$ cat src/rtl/display_pkg.sv
// Shared display definitions: seven-segment patterns {dp,g,f,e,d,c,b,a},
// the serializer state type and a small bit-reversal helper.
package display_pkg;

  localparam logic [7:0] SEG_0     = 8'h3F;
  localparam logic [7:0] SEG_1     = 8'h06;
  localparam logic [7:0] SEG_2     = 8'h5B;
  localparam logic [7:0] SEG_3     = 8'h4F;
  localparam logic [7:0] SEG_4     = 8'h66;
  localparam logic [7:0] SEG_5     = 8'h6D;
  localparam logic [7:0] SEG_6     = 8'h7D;
  localparam logic [7:0] SEG_7     = 8'h07;
  localparam logic [7:0] SEG_8     = 8'h7F;
  localparam logic [7:0] SEG_9     = 8'h6F;
  localparam logic [7:0] SEG_DASH  = 8'h40;
  localparam logic [7:0] SEG_BLANK = 8'h00;

  typedef enum logic [1:0] {
    IDLE,
    LOAD,
    SHIFT,
    LATCH
  } state_t;

  function automatic logic [7:0] rev8(input logic [7:0] v);
    logic [7:0] r;
    r = '0;
    for (int unsigned k = 0; k < 8; k++) begin
      r[k] = v[7-k];
    end
    return r;
  endfunction

endpackage

$ cat src/rtl/bcd_to_seg.sv
// Combinational nibble + decimal point to seven-segment pattern.
module bcd_to_seg
  import display_pkg::*;
(
  input  logic [3:0] bcd,
  input  logic       dp,
  output logic [7:0] seg
);

  always_comb begin
    seg = SEG_BLANK;
    unique case (bcd)
      4'd0:    seg = SEG_0;
      4'd1:    seg = SEG_1;
      4'd2:    seg = SEG_2;
      4'd3:    seg = SEG_3;
      4'd4:    seg = SEG_4;
      4'd5:    seg = SEG_5;
      4'd6:    seg = SEG_6;
      4'd7:    seg = SEG_7;
      4'd8:    seg = SEG_8;
      4'd9:    seg = SEG_9;
      4'd15:   seg = SEG_BLANK;
      default: seg = SEG_DASH;
    endcase
    seg[7] = seg[7] | dp;
  end

endmodule

$ cat src/rtl/seg_serializer.sv
// Serial driver for chained 74HC595-style seven-segment displays:
// capture a BCD frame, encode it, shift it out and pulse the latch.
module seg_serializer
  import display_pkg::*;
#(
  parameter int NUM_DIGITS     = 4,
  parameter int CLK_DIV        = 2,
  parameter int MSB_FIRST      = 1,
  parameter int SEG_ACTIVE_LOW = 0
) (
  input  logic                    clk,
  input  logic                    rst,
  input  logic                    enable,
  input  logic                    start,
  input  logic [4*NUM_DIGITS-1:0] bcd_in,
  input  logic [NUM_DIGITS-1:0]   dp_in,
  input  logic                    blank_lz,
  output logic                    ser_data,
  output logic                    ser_clk,
  output logic                    ser_latch,
  output logic                    sending_data,
  output logic                    done
);

  localparam int NBITS = NUM_DIGITS * 8;
  localparam int DIV_W = $clog2(CLK_DIV + 1);
  localparam int BIT_W = $clog2(NBITS);

  state_t                  state, nstate;
  logic [DIV_W-1:0]        div_cnt;
  logic [BIT_W-1:0]        bit_cnt;
  logic [NBITS-1:0]        shreg;
  logic [4*NUM_DIGITS-1:0] cap_bcd;
  logic [NUM_DIGITS-1:0]   cap_dp;
  logic                    cap_blz;

  logic                    div_wrap;
  logic                    bit_last;
  logic [NUM_DIGITS-1:0]   lead_zero;
  logic [3:0]              enc_nib [NUM_DIGITS];
  logic [7:0]              seg_raw [NUM_DIGITS];
  logic [NBITS-1:0]        frame;

  assign div_wrap = (div_cnt == DIV_W'(CLK_DIV - 1));
  assign bit_last = (bit_cnt == BIT_W'(NBITS - 1));

  // Blanking runs from the top digit down and stops at the first nonzero one.
  always_comb begin
    logic run;
    int unsigned i;
    lead_zero = '0;
    run       = cap_blz;
    for (int unsigned k = 0; k < NUM_DIGITS - 1; k++) begin
      i            = NUM_DIGITS - 1 - k;
      run          = run && (cap_bcd[4*i +: 4] == 4'd0);
      lead_zero[i] = run;
    end
  end

  for (genvar g = 0; g < NUM_DIGITS; g++) begin : g_enc
    // A blanked digit is fed as the blank code so its dp still shows.
    assign enc_nib[g] = lead_zero[g] ? 4'hF : cap_bcd[4*g +: 4];
    bcd_to_seg u_enc (
      .bcd (enc_nib[g]),
      .dp  (cap_dp[g]),
      .seg (seg_raw[g])
    );
  end

  always_comb begin
    logic [7:0] b8;
    frame = '0;
    for (int unsigned g = 0; g < NUM_DIGITS; g++) begin
      b8 = seg_raw[g];
      if (MSB_FIRST == 0) b8 = rev8(b8);
      if (SEG_ACTIVE_LOW != 0) b8 = ~b8;
      frame[8*g +: 8] = b8;
    end
  end

  always_ff @(posedge clk) begin
    if (!rst) begin
      state <= IDLE;
    end else if (enable) begin
      state <= nstate;
    end
  end

  always_comb begin
    nstate = state;
    unique case (state)
      IDLE:    if (start) nstate = LOAD;
      LOAD:    nstate = SHIFT;
      SHIFT:   if (div_wrap && ser_clk && bit_last) nstate = LATCH;
      LATCH:   if (div_wrap) nstate = IDLE;
      default: nstate = IDLE;
    endcase
  end

  always_ff @(posedge clk) begin
    if (!rst) begin
      div_cnt      <= '0;
      bit_cnt      <= '0;
      shreg        <= '0;
      cap_bcd      <= '0;
      cap_dp       <= '0;
      cap_blz      <= 1'b0;
      ser_data     <= 1'b0;
      ser_clk      <= 1'b0;
      ser_latch    <= 1'b0;
      sending_data <= 1'b0;
      done         <= 1'b0;
    end else if (enable) begin
      done         <= 1'b0;
      sending_data <= (nstate != IDLE);
      unique case (state)
        IDLE: begin
          if (start) begin
            cap_bcd <= bcd_in;
            cap_dp  <= dp_in;
            cap_blz <= blank_lz;
          end
        end
        LOAD: begin
          shreg    <= {frame[NBITS-2:0], 1'b0};
          ser_data <= frame[NBITS-1];
          ser_clk  <= 1'b0;
          div_cnt  <= '0;
          bit_cnt  <= '0;
        end
        SHIFT: begin
          if (div_wrap) begin
            div_cnt <= '0;
            if (!ser_clk) begin
              ser_clk <= 1'b1;
            end else begin
              ser_clk <= 1'b0;
              if (bit_last) begin
                ser_data  <= 1'b0;
                ser_latch <= 1'b1;
              end else begin
                ser_data <= shreg[NBITS-1];
                shreg    <= {shreg[NBITS-2:0], 1'b0};
                bit_cnt  <= bit_cnt + 1'b1;
              end
            end
          end else begin
            div_cnt <= div_cnt + 1'b1;
          end
        end
        LATCH: begin
          if (div_wrap) begin
            div_cnt   <= '0;
            ser_latch <= 1'b0;
            done      <= 1'b1;
          end else begin
            div_cnt <= div_cnt + 1'b1;
          end
        end
        default: ;
      endcase
    end
  end

endmodule

$ cat config.mk
export PLATFORM = sky130hd
export DESIGN_NAME = seg_serializer
export DESIGN_NICKNAME = d
export VERILOG_FILES = /design/src/rtl/display_pkg.sv /design/src/rtl/bcd_to_seg.sv /design/src/rtl/seg_serializer.sv
export SDC_FILE = /design/constraint.sdc
export NUM_CORES = 1
export LEC_CHECK = 0
export BUFFER_PORTS_ARGS = -buffer_cell sky130_fd_sc_hd__buf_2
export CORE_UTILIZATION = 35
export CTS_CLUSTER_DIAMETER = 150
export CTS_CLUSTER_SIZE = 28
export DETAILED_ROUTE_END_ITERATION = 12
export GPL_ROUTABILITY_DRIVEN = 0
export GPL_TIMING_DRIVEN = 0
export PLACE_DENSITY_LB_ADDON = 0.1
export SLEW_MARGIN = 20
export SYNTH_ARGS = -nofsm -noshare
export SYNTH_HDL_FRONTEND = slang
export SYNTH_HIERARCHICAL = 1
export SYNTH_SLANG_ARGS = --single-unit
$ cat constraint.sdc
create_clock -name clk -period 2.33 [get_ports clk]
set_input_delay 0.3495 -clock clk [delete_from_list [all_inputs] [get_ports clk]]
set_output_delay 0.3495 -clock clk [all_outputs]
set_load 0.005 [all_outputs]
Yosys cells after proc, flatten, opt, wreduce, memory -nomap -nowiden
Memory sizes are Yosys's and may differ from the RTL's. A register that Yosys moved wholly into a read port is not among the register bits.
Index checks and enable logic that the tools add are counted.
{ "word_totals": {"ff_bits": 67, "latch_bits": 0, "ram_bits": 0, "rom_bits": 448, "inputBits": 25, "out_inout_bits": 5, "wordCells": 85, "mem_count": 4} }
{ "memory_table": {"columns": ["memory", "depth", "word_bits", "read_ports", "rd_ports_with_merged_regs", "write_ports", "line", "rtl"], "rows": [
  ["(name not given)", 16, 7, 1, 1, 0, "bcd_to_seg.sv:12", "unique case (bcd)"],
  ["(name not given)", 16, 7, 1, 0, 0, "bcd_to_seg.sv:12", null],
  ["(name not given)", 16, 7, 1, 0, 0, "bcd_to_seg.sv:12", null],
  ["(name not given)", 16, 7, 1, 0, 0, "bcd_to_seg.sv:12", null]
]} }
{ "classes": {"n_addsub": 2, "multipliers": 0, "div_mod_pow": 0, "n_lt_le_gt_ge": 0, "n_eq_ne": 10, "shift": 0, "muxes": 33, "bitwise_logic": 4, "n_reduce_logical": 20} }
{ "ops": {"columns": ["operator", "n"], "rows": [
  ["$mux 32", 3],
  ["$pmux 32 s2", 1],
  ["$mux 4", 5],
  ["$mux 5", 3],
  ["$logic_not 4->1", 3],
  ["$mux 1", 11],
  ["$ne 2x2->1 const B", 5],
  ["$pmux 5 s2", 1],
  ["$mux 2", 4],
  ["$pmux 2 s4", 1],
  ["$reduce_bool 2->1", 4],
  ["$pmux 1 s2", 3],
  ["$reduce_and 3->1", 2],
  ["$reduce_and 6->1", 1],
  ["$add 5x1->5 const B", 1],
  ["$eq 5x5->1 const B", 1],
  ["$logic_and 1x1->1", 5],
  ["$reduce_and 5->1", 1],
  ["$eq 2x1->1 const B", 2],
  ["$eq 2x2->1 const B", 2],
  ["$or 1x1->1 const A", 4],
  ["$pmux 2 s2", 1],
  ["$reduce_and 4->1", 1],
  ["$add 2x1->2 const B", 1],
  ["3 further kinds", 3]
]} }

Longest topological paths before layout
Gate-level depths: netlist (run 1).
An unclocked memory read counts as a cell.
{ "logic_depth": {"ltp_word": 7, "ltp_mapped": 11, "depth_no_buf": 10} }

By module
Netlist (run 1), hierarchy kept.
{ "modules_own_cells": {"columns": ["module", "n_inst", "cells_each", "area_per_inst_um2", "seq_area_each_um2"], "rows": [
  ["seg_serializer", 1, 336, 2927.8, 1321.3],
  ["bcd_to_seg", 4, 30, 230.2, 0.0]
]} }

Worst setup path after synthesis (run 1)
No wires, ideal clock.
{ "synth_path": {"path_kind": "reg2reg", "from": "register cap_bcd[15]", "to": "register shreg[9]", "setup_ns": 0.070, "arrival_time_ns": 2.266, "t_required_ns": 2.260, "path_slack_ns": -0.005, "path_stages_with_launch": 12, "n_path_buf": 1, "period_less_slack_ns": 2.335, "cell_sequence": "dfxtp_1 nand2b_1 nor4_1 and2_1 clkbuf_1 a21o_1 inv_1 ha_1 mux2_2 o22ai_1 mux2i_1 a21oi_1"} }
{ "synth_rtl": {"columns": ["item", "line", "rtl"], "rows": [
  ["from (decl)", "seg_serializer.sv:33", "logic [4*NUM_DIGITS-1:0] cap_bcd;"],
  ["from (signal assigned)", "seg_serializer.sv:119", "cap_bcd <= bcd_in;"],
  ["to (signal assigned)", "seg_serializer.sv:125", "shreg <= {frame[NBITS-2:0], 1'b0};"],
  ["to (signal assigned)", "seg_serializer.sv:143", "shreg <= {shreg[NBITS-2:0], 1'b0};"],
  ["to (decl)", "seg_serializer.sv:32", "logic [NBITS-1:0] shreg;"]
]} }

==> impl_results.md, run 1 <==
- Status: finished clean
- Share of the synthesized area in the top cell type: 34.3%
- Seq cells post-synth: 66
- Clock period minus worst slack: 2.23 ns
- Synth warnings: 6
- Finish-stage setup viols: 0
- Rows: 37
- Total Power: 2.68 mW
- Initial DRC count: 138
- First-pass GRT wire length: 14.8 mm
- Clock Latency Late Sink: 0.35 ns
- Setup crit end kind: flip-flop
- Post-synth net total: 507
- Final Cycle Share: 95.8%
- Initial Utilization: 36.6%
- Critical path peak fanout: 8
- Clock skew: 0.0104 ns
- Asr flop ratio synth: 0%
- Drt wl/cell: 13.8 um
- Critical path required time: 2.60 ns
- Synth Flop Type: dfxtp_1
- Largest net degree at the start of global routing: 12
- Relative slew margins: 61.3%
- Setup Crit Path Kind: reg2reg
- RSZ-0062 raised after global routing: true
- Top-count cell post-synth: dfxtp_1
- Drt first pass iters: 4
- Via density: 4.96
- Hold_buf cts: 0
- CP max-delay cell: dfxtp_4
- Deepest clock path buffer count: 2
- H-tree depth: 3
- Measured slew at the worst slew-check pin: 0.580 ns
- CTS tree: done
- Pwr Density: 599 nW/um^2
- Top Ports: 30
- Setup TNS: 0 ns
- Maximum clock rate: 0.448 GHz
- CP cell instances: nand2b_4 -> nor4_4 -> and2_4 -> a21o_4 -> inv_1 -> ha_1 -> mux2_2 -> o22ai_1 -> mux2i_1 -> a21oi_1
- Core box area: 10500 sq um
- CTS Root Cell: clkbuf_8
- CTS buffer count: 9
- Top cells by area, synth: dfxtp_1 (34%), ha_1 (8.5%), mux2i_1 (8.1%)
- Die width: 107 um
- Peak supply drop: 305 uV
- Port bufs: 28
- Share of cells above drive strength 1: 22.7%
- Cell leakage power: 2.05 nW
- Post-Route WL: 8.87 mm
- Min-Delay Path Class: in2reg
- Layout area overhead: 16.2%
- Number of max-cap violations: 0
- Synth Instances: 456
- Final Hold Viols: 0
- Hold Slack: 0.241 ns
- Worst setup SP type: flip-flop
- Total track usage: 16.5%
- Final WS setup: 0.0973 ns
- Fin util: 42.6%
- Cell Area, Synth: 3850 sq um
- Post-synth EDFFs: 0
- Synth top cells by count: dfxtp_1 (66), nand2_1 (56), o21ai_0 (43)
- Worst path arrival time: 2.50 ns
- Vias: 3190
- Post-DP HPWL: 6.34 mm
- Max Slew Vio Count: 0
- Number of global-route vias before repair: 3048
- Synth area leader: dfxtp_1
- Clk sinks: 66
- Layout Nets: 554
- Layout fillers: 1053
- Avg Cell Area, Syn: 8.44 sq um
- N_diodes: 0
- Post-synthesis sequential area ratio: 34.3%
- Clk pin slew, worst setup/hold paths: 0.08 ns
- Grt total ovfl: 0
- Die area: 11400 sq um
- Crit path max-delay family: simple AND/OR/NAND/NOR gates
- Post-synth cell types: 44
- DRC viols: 0
- Place WS: -0.541 ns
- CP max stage delay: 0.36 ns
- Worst path bufs/invs: 1
- Initial antenna violation count: 0
- Die Y-Extent: 107 um
- Number of routed nets with antenna violations: 0
worst paths after layout:
check	startpoint	end	slack [ns]	depth (start not counted)
worst max-delay path	cap_bcd[15]	shreg[9]	0.1	10
worst min-delay path	dp_in[2]	cap_dp[2]	0.24	3
worst max register to register	cap_bcd[15]	shreg[9]	0.1	10
worst min register to register	div_cnt[1]	div_cnt[1]	0.47	2
sequential cells by signal (all words and copies together) (netlist names):
register	count
done	1
cap_bcd	16
div_cnt	2
bit_cnt	5
ser_latch	1
state	2
sending_data	1
shreg	31
cap_blz	1
ser_clk	1
ser_data	1
cap_dp	4
layout by cell type, fill, tap and decap left out, drive strengths merged, types with 3 or more instances in the layout:
| cell type | n |
|---|---|
| a21o | 8 |
| nor2b | 10 |
| o22ai | 12 |
| or2 | 8 |
| buf | 63 |
| nor3 | 9 |
| clkbuf | 21 |
| nand2 | 56 |
| o21ai | 43 |
| inv | 22 |
| mux2i | 31 |
| mux2 | 5 |
| a21oi | 42 |
| ha | 26 |
| nor2 | 12 |
| nand3 | 4 |
| nand2b | 9 |
| a21boi | 23 |
| dfxtp | 66 |
| o31a | 4 |
| o21a | 4 |
| nor4 | 3 |
routing by layer:
layer / up-vias / global-route usage, % / part of all wire (%)
li1: 1668 / - / -
met4: 0 / 4.40 / 0.97
met3: 8 / 4.44 / 4.1
met5: - / 0 / 0
met2: 50 / 25.9 / 44
met1: 1464 / 22.4 / 51
where the power goes:
| group | leakage [nW] | total [mW] | internal (mW) | switching [mW] |
|---|---|---|---|---|
| logic | 1.42 | 0.504 | 0.239 | 0.265 |
| registers | 0.538 | 1.21 | 1.17 | 0.0338 |
| clock network | 0.0941 | 0.968 | 0.513 | 0.454 |
cell type report:
class,instances,area [sq um],share of cell area (%)
Buffer,37,221,4.95
Clock inverter,5,55.1,1.23
Sequential cell,66,1330,29.7
Inverter,22,82.6,1.85
Timing Repair Buffer,37,208,4.64
Clock buffer,10,138,3.08
Multi-Input combinational cell,330,2270,50.8
Tap cell,136,170,3.81
worst register-to-register path: stages, from the launching register on:
cell	delay, ns
dfxtp_4	0.36
nand2b_4	0.15
nor4_4	0.27
and2_4	0.26
a21o_4	0.17
inv_1	0.08
ha_1	0.18
mux2_2	0.28
o22ai_1	0.18
mux2i_1	0.10
a21oi_1	0.15
kinds of logic after synthesis:
kind of cell,count (synthesis),synth area share [%]
buffers and inverters,60,8.00
flip-flops,66,34.3
XOR/XNOR,2,0.455
AO/OA/AOI/OAI,144,22.7
adder cells (fa/ha/maj),26,8.45
AND/OR/NAND/NOR,122,16.5
multiplexers,36,9.53
repair_timing:
action                                  4_1_cts  5_1_grt
gates resized for setup                       5       10
setup buffers                                 0        9
hold endpoints to repair                      0        0
gates cloned                                  0        0
endpoints found under the setup margin       17        7
pin swaps                                     0        7
through the flow:
stage          area [sq um]  instances
5_1_grt                4470        643
4_1_cts                4380        634
6_report               4470        643
3_5_place_dp           4170        620
2_1_floorplan          3860        456
3_3_place_gp           4170        620
No activity file was read; power rests on OpenSTA's default activity.
==> run 2, diff against run 1 <==
- SETUP_SLACK_MARGIN: default -> 0.5
==> run 2 against run 1 <==
Net effect: count of clock-buffer cells in the layout grew 2; die area stayed put; cell area is 13% higher; clock skew decreased by 0.00061 ns; wire length grew 9.1%; global-route usage rose by 1.3 points; via count increased by 5.3%; critical path depth grew 1; sequential cell count stayed put; clock power shrank 11%.
==> impl_results.md, run 2 (synthesis results as in run 1) <==
- Die width: 107 um
- Number of max-cap violations: 0
- Setup crit end kind: flip-flop
- Clock Latency Late Sink: 0.34 ns
- Biggest register: shreg
- Number of routed nets with antenna violations: 0
- Register-to-Register Setup Slack: 0.23 ns
- CTS buffer count: 9
- Hold path start: bcd_in[7]
- Initial DRC count: 136
- Die Y-Extent: 107 um
- Setup Crit Path Kind: reg2reg
- Final Hold Viols: 0
- Top Ports: 30
- Rows: 37
- R2R cell count: 11
- Sw Ratio: 29.0%
- Clock power share: 31.3%
- DRC viols: 0
- Relative slew margins: 66.3%
- Deepest clock path buffer count: 2
- CTS tree: done
- Comb pwr share: 24.7%
- Layout Cells excl Fill: 668
- Area of the multi-input gates: 2590 sq um
- Post-DP HPWL: 6.32 mm
- Clk sinks: 66
- Critical path required time: 2.55 ns
- Die area: 11400 sq um
- Hold EP: cap_bcd[7]
- DP Area: 4240 sq um
- Layout fillers: 1030
- Pwr Density: 544 nW/um^2
- Placed insts: 620
- Maximum clock rate: 0.476 GHz
- Finish-stage setup viols: 0
- Register cell area after layout: 1330 sq um
- N_diodes: 0
- Initial antenna violation count: 0
- Measured slew at the worst slew-check pin: 0.506 ns
- Clock period minus worst slack: 2.10 ns
- Status: finished clean
- Critical path peak fanout: 8
- Layout area overhead: 31.3%
- Commonest non-fill, non-tap cell in the layout: dfxtp_1
- Worst path arrival time: 2.33 ns
- Seq pwr share: 44.1%
- Vias: 3360
- Worst setup SP type: flip-flop
- R2R Path Start: cap_bcd[15]
- Final Cycle Share: 90.2%
- Grt total ovfl: 0
- Pint: 1.95 mW
- Flip-flop count of the largest register after layout: 31
- Largest registers: shreg x31, cap_bcd x16, bit_cnt x5
- Initial Utilization: 36.6%
- Layout Nets: 579
- Clk pin slew, worst setup/hold paths: 0.07 ns
- H-tree depth: 3
- Clock skew: 0.00978 ns
- Via density: 5.03
- Core box area: 10500 sq um
- Largest net degree at the start of global routing: 11
- Total track usage: 17.8%
- Final instance area: 5050 sq um
- RSZ-0062 raised after global routing: true
- Total Power: 2.75 mW
- Share of cells above drive strength 1: 35.2%
- Setup TNS: 0 ns
- Peak supply drop: 263 uV
- Post-Route WL: 9.68 mm
- Drt wl/cell: 14.5 um
- Max Slew Vio Count: 0
- CTS Root Cell: clkbuf_8
- Min-Delay Path Class: in2reg
- First-pass GRT wire length: 16.0 mm
- RR Endpoint: shreg[14]
- Drt first pass iters: 4
- Switching Power: 0.796 mW
- Port bufs: 28
- WHS Path Cells: 3
- Commonest cells after routing, fill and taps aside: dfxtp_1 (61), nand2_1 (56), buf_2 (38)
- Cell leakage power: 2.23 nW
- Number of global-route vias before repair: 3294
## run 2: critical path, stage by stage (launching register included)
cell      delay [ns]
dfxtp_2         0.34
nand2b_4        0.15
nor4_4          0.16
and2_4          0.19
buf_8           0.13
a21o_1          0.16
inv_2           0.07
ha_4            0.15
nor2b_1         0.12
o31a_1          0.29
mux2i_1         0.14
a21oi_1         0.08
## run 2: worst max path at each step
| stage | cells past startpoint | slack, ns | from | endpoint |
|---|---|---|---|---|
| CTS | 11 | 0.26 | cap_bcd[15] | shreg[14] |
| global route | 10 | 0.11 | cap_bcd[8] | shreg[14] |
| global placement | 11 | 0.03 | cap_blz | shreg[9] |
| finish | 11 | 0.23 | cap_bcd[15] | shreg[14] |
| floorplan | 11 | 0.32 | cap_bcd[15] | shreg[9] |
| detailed placement | 11 | 0.03 | cap_blz | shreg[17] |
## run 2: what timing repair did
item                       CTS  global route
gates resized for setup     59            46
pin swaps                   39            26
gates cloned                 2             2
hold buffers                 0             0
buffers inserted            20             9
setup endpoints to repair   32            38
## run 2: through the flow
| stage | worst slack (ns) | hold WS [ns] | utilization (%) |
|---|---|---|---|
| finish | 0.228 | 0.250 | 48.1 |
| CTS | 0.263 | 0.232 | 45.9 |
| global placement | 0.0286 | 0.446 | 40.3 |
| global route | 0.113 | 0.250 | 48.1 |
| floorplan | 0.316 | 0.430 | - |
| detailed placement | 0.0269 | 0.451 | 40.3 |
## run 2: final cells by class
cell class	count	area share (%)
Buffer	38	5.27
Clock buffer	12	3.07
Clock inverter	3	0.297
Inverter	22	1.93
Multi-Input combinational cell	330	51.3
Sequential cell	66	26.3
Tap cell	136	3.37
Timing Repair Buffer	61	8.54
## run 2: power groups by stage
stage | registers, mW | clock network [mW] | logic [mW]
final | 1.21 | 0.859 | 0.678
after CTS | 1.21 | 0.890 | 0.612
after global placement | 1.23 | 0 | 0.487
after floorplan | 1.23 | 0 | 0.382
after global routing | 1.22 | 0.941 | 0.751
after detailed placement | 1.23 | 0 | 0.495
## run 2: layer usage
metal | wire [um] | global-route usage (%) | up-vias | share of wire, %
li1 | - | - | 1721 | -
met1 | 4710 | 24.0 | 1573 | 49
met2 | 4450 | 28.7 | 53 | 46
met3 | 365 | 3.40 | 13 | 3.8
met4 | 152 | 5.58 | 0 | 1.6
met5 | 0 | 0 | - | 0
==> run 3, diff against run 2 <==
- CELL_PAD_IN_SITES_DETAIL_PLACEMENT: default -> 1
- CELL_PAD_IN_SITES_GLOBAL_PLACEMENT: default -> 2
- CORE_UTILIZATION: 35 -> 33
==> run 3 against run 2 <==
Net effect: sequential share of layout area is 0.45 points lower; register-to-register slack worse by 0.02 ns; worst setup slack got worse by 0.015 ns; die area up 5.9%.
==> impl_results.md, run 3 (synthesis results as in run 1) <==
- Post-DP HPWL: 7.14 mm
- Initial Utilization: 33.9%
- DR WL met2: 5.02 mm
- Hold_buf cts: 0
- Placed insts: 627
- Commonest non-fill, non-tap cell in the layout: dfxtp_1
- CTS tree: done
- Layout Cells excl Fill: 674
- Critical path peak fanout: 8
- Drt wl/cell: 16.0 um
- CTS buffer count: 9
- RSZ-0062 raised after global routing: true
- Core box area: 11400 sq um
- Cell leakage power: 2.28 nW
- Largest registers: shreg x31, cap_bcd x16, bit_cnt x5
- Critical path required time: 2.55 ns
- Seq pwr share: 38.7%
- Place WS: 0.00263 ns
- Biggest register: shreg
- Die width: 110 um
- Met3 wire length: 195 um
- Final Cycle Share: 90.9%
- CP cell instances: nand2b_4 -> nor4_4 -> and2_4 -> buf_8 -> a21o_1 -> inv_2 -> ha_4 -> nor2b_1 -> o31a_1 -> mux2i_1 -> a21oi_1
- Number of global-route vias before repair: 3269
- Grt total ovfl: 0
- Clock Latency Late Sink: 0.33 ns
- Flip-flop count of the largest register after layout: 31
- Pwr Density: 606 nW/um^2
- Final instance area: 5160 sq um
- Number of routed nets with antenna violations: 0
- Initial DRC count: 114
- Clock power share: 39.2%
- DP Area: 4240 sq um
- Max Slew Vio Count: 0
- CTS Root Cell: clkbuf_16
- Initial antenna violation count: 0
- H-tree depth: 3
- Measured slew at the worst slew-check pin: 0.541 ns
- Port bufs: 28
- Sw Ratio: 27.1%
- DRC viols: 0
- Worst setup SP type: flip-flop
- Commonest cells after routing, fill and taps aside: dfxtp_1 (61), nand2_1 (56), buf_2 (39)
- Number of max-cap violations: 0
- Clock skew: 0.00622 ns
- Pint: 2.28 mW
- Top routing layer used: met4
- Top Ports: 30
- Fin util: 45.4%
- Post-Route WL: 10.8 mm
- Total Power: 3.13 mW
- Final WS setup: 0.213 ns
- Share of cells above drive strength 1: 34.5%
- Clk sinks: 66
- CP max stage delay: 0.35 ns
- Layout area overhead: 34.1%
- WL met1: 5.43 mm
- Switching Power: 0.849 mW
- Status: finished clean
- Comb pwr share: 22.1%
- CP max-delay cell: dfxtp_4
- Hold Slack: 0.268 ns
- Maximum clock rate: 0.472 GHz
- Rows: 39
- Worst path arrival time: 2.34 ns
- Min-Delay Path Class: in2reg
- Setup crit end kind: flip-flop
- Finish-stage setup viols: 0
- Vias: 3360
- Layout Nets: 579
- Setup TNS: 0 ns
- Die area: 12100 sq um
- Clk pin slew, worst setup/hold paths: 0.05 ns
- First-pass GRT wire length: 16.4 mm
- Total track usage: 18.3%
- Peak supply drop: 259 uV
- Clock period minus worst slack: 2.12 ns
- Drt first pass iters: 4
- Via density: 4.99
- Deepest clock path buffer count: 2
- Relative slew margins: 63.9%
- Setup Crit Path Kind: reg2reg
- Die Y-Extent: 110 um
- Largest net degree at the start of global routing: 11
- Final Hold Viols: 0
## run 3: worst max-delay path, delay by kind of cell, from the launching register on
family / cells / cell delay, ns
mux: 1 / 0.14
buf+inv: 2 / 0.19
simple gates: 4 / 0.64
flops: 1 / 0.35
compound gates: 3 / 0.53
fa+ha+maj: 1 / 0.15
## run 3: what timing repair did
item | 4_1_cts | 5_1_grt
gates cloned | 2 | 3
endpoints found under the setup margin | 34 | 34
resized for setup | 39 | 64
buffers inserted | 18 | 10
pin swaps | 26 | 29
## run 3: final timing paths
kind	slack, ns	end	cells after the start	from
worst min register to register	0.47	cap_dp[1]	2	cap_dp[1]
worst min-delay path	0.27	cap_bcd[7]	3	bcd_in[7]
worst max register to register	0.21	shreg[14]	11	cap_bcd[15]
worst max-delay path	0.21	shreg[14]	11	cap_bcd[15]
## run 3: cell type report
type	count	area, sq um
Fill cell	1310	6210
Inverter	22	103
Antenna cell	1	2.50
Multi-Input combinational cell	330	2600
Clock buffer	13	260
Buffer	38	269
Sequential cell	66	1330
Tap cell	143	179
Timing Repair Buffer	61	414
## run 3: power groups by stage
| stage | registers (mW) | logic (mW) | clock network (mW) |
|---|---|---|---|
| after floorplan | 1.23 | 0.382 | 0 |
| after global placement | 1.23 | 0.498 | 0 |
| after detailed placement | 1.24 | 0.509 | 0 |
| after CTS | 1.21 | 0.598 | 1.27 |
| after global routing | 1.22 | 0.762 | 1.31 |
| final | 1.21 | 0.692 | 1.22 |
## run 3: per-layer routing
metal	vias up	GRT usage [%]
li1	1724	-
met1	1594	24.5
met2	32	28.8
met3	10	3.35
met4	0	7.33
met5	-	0
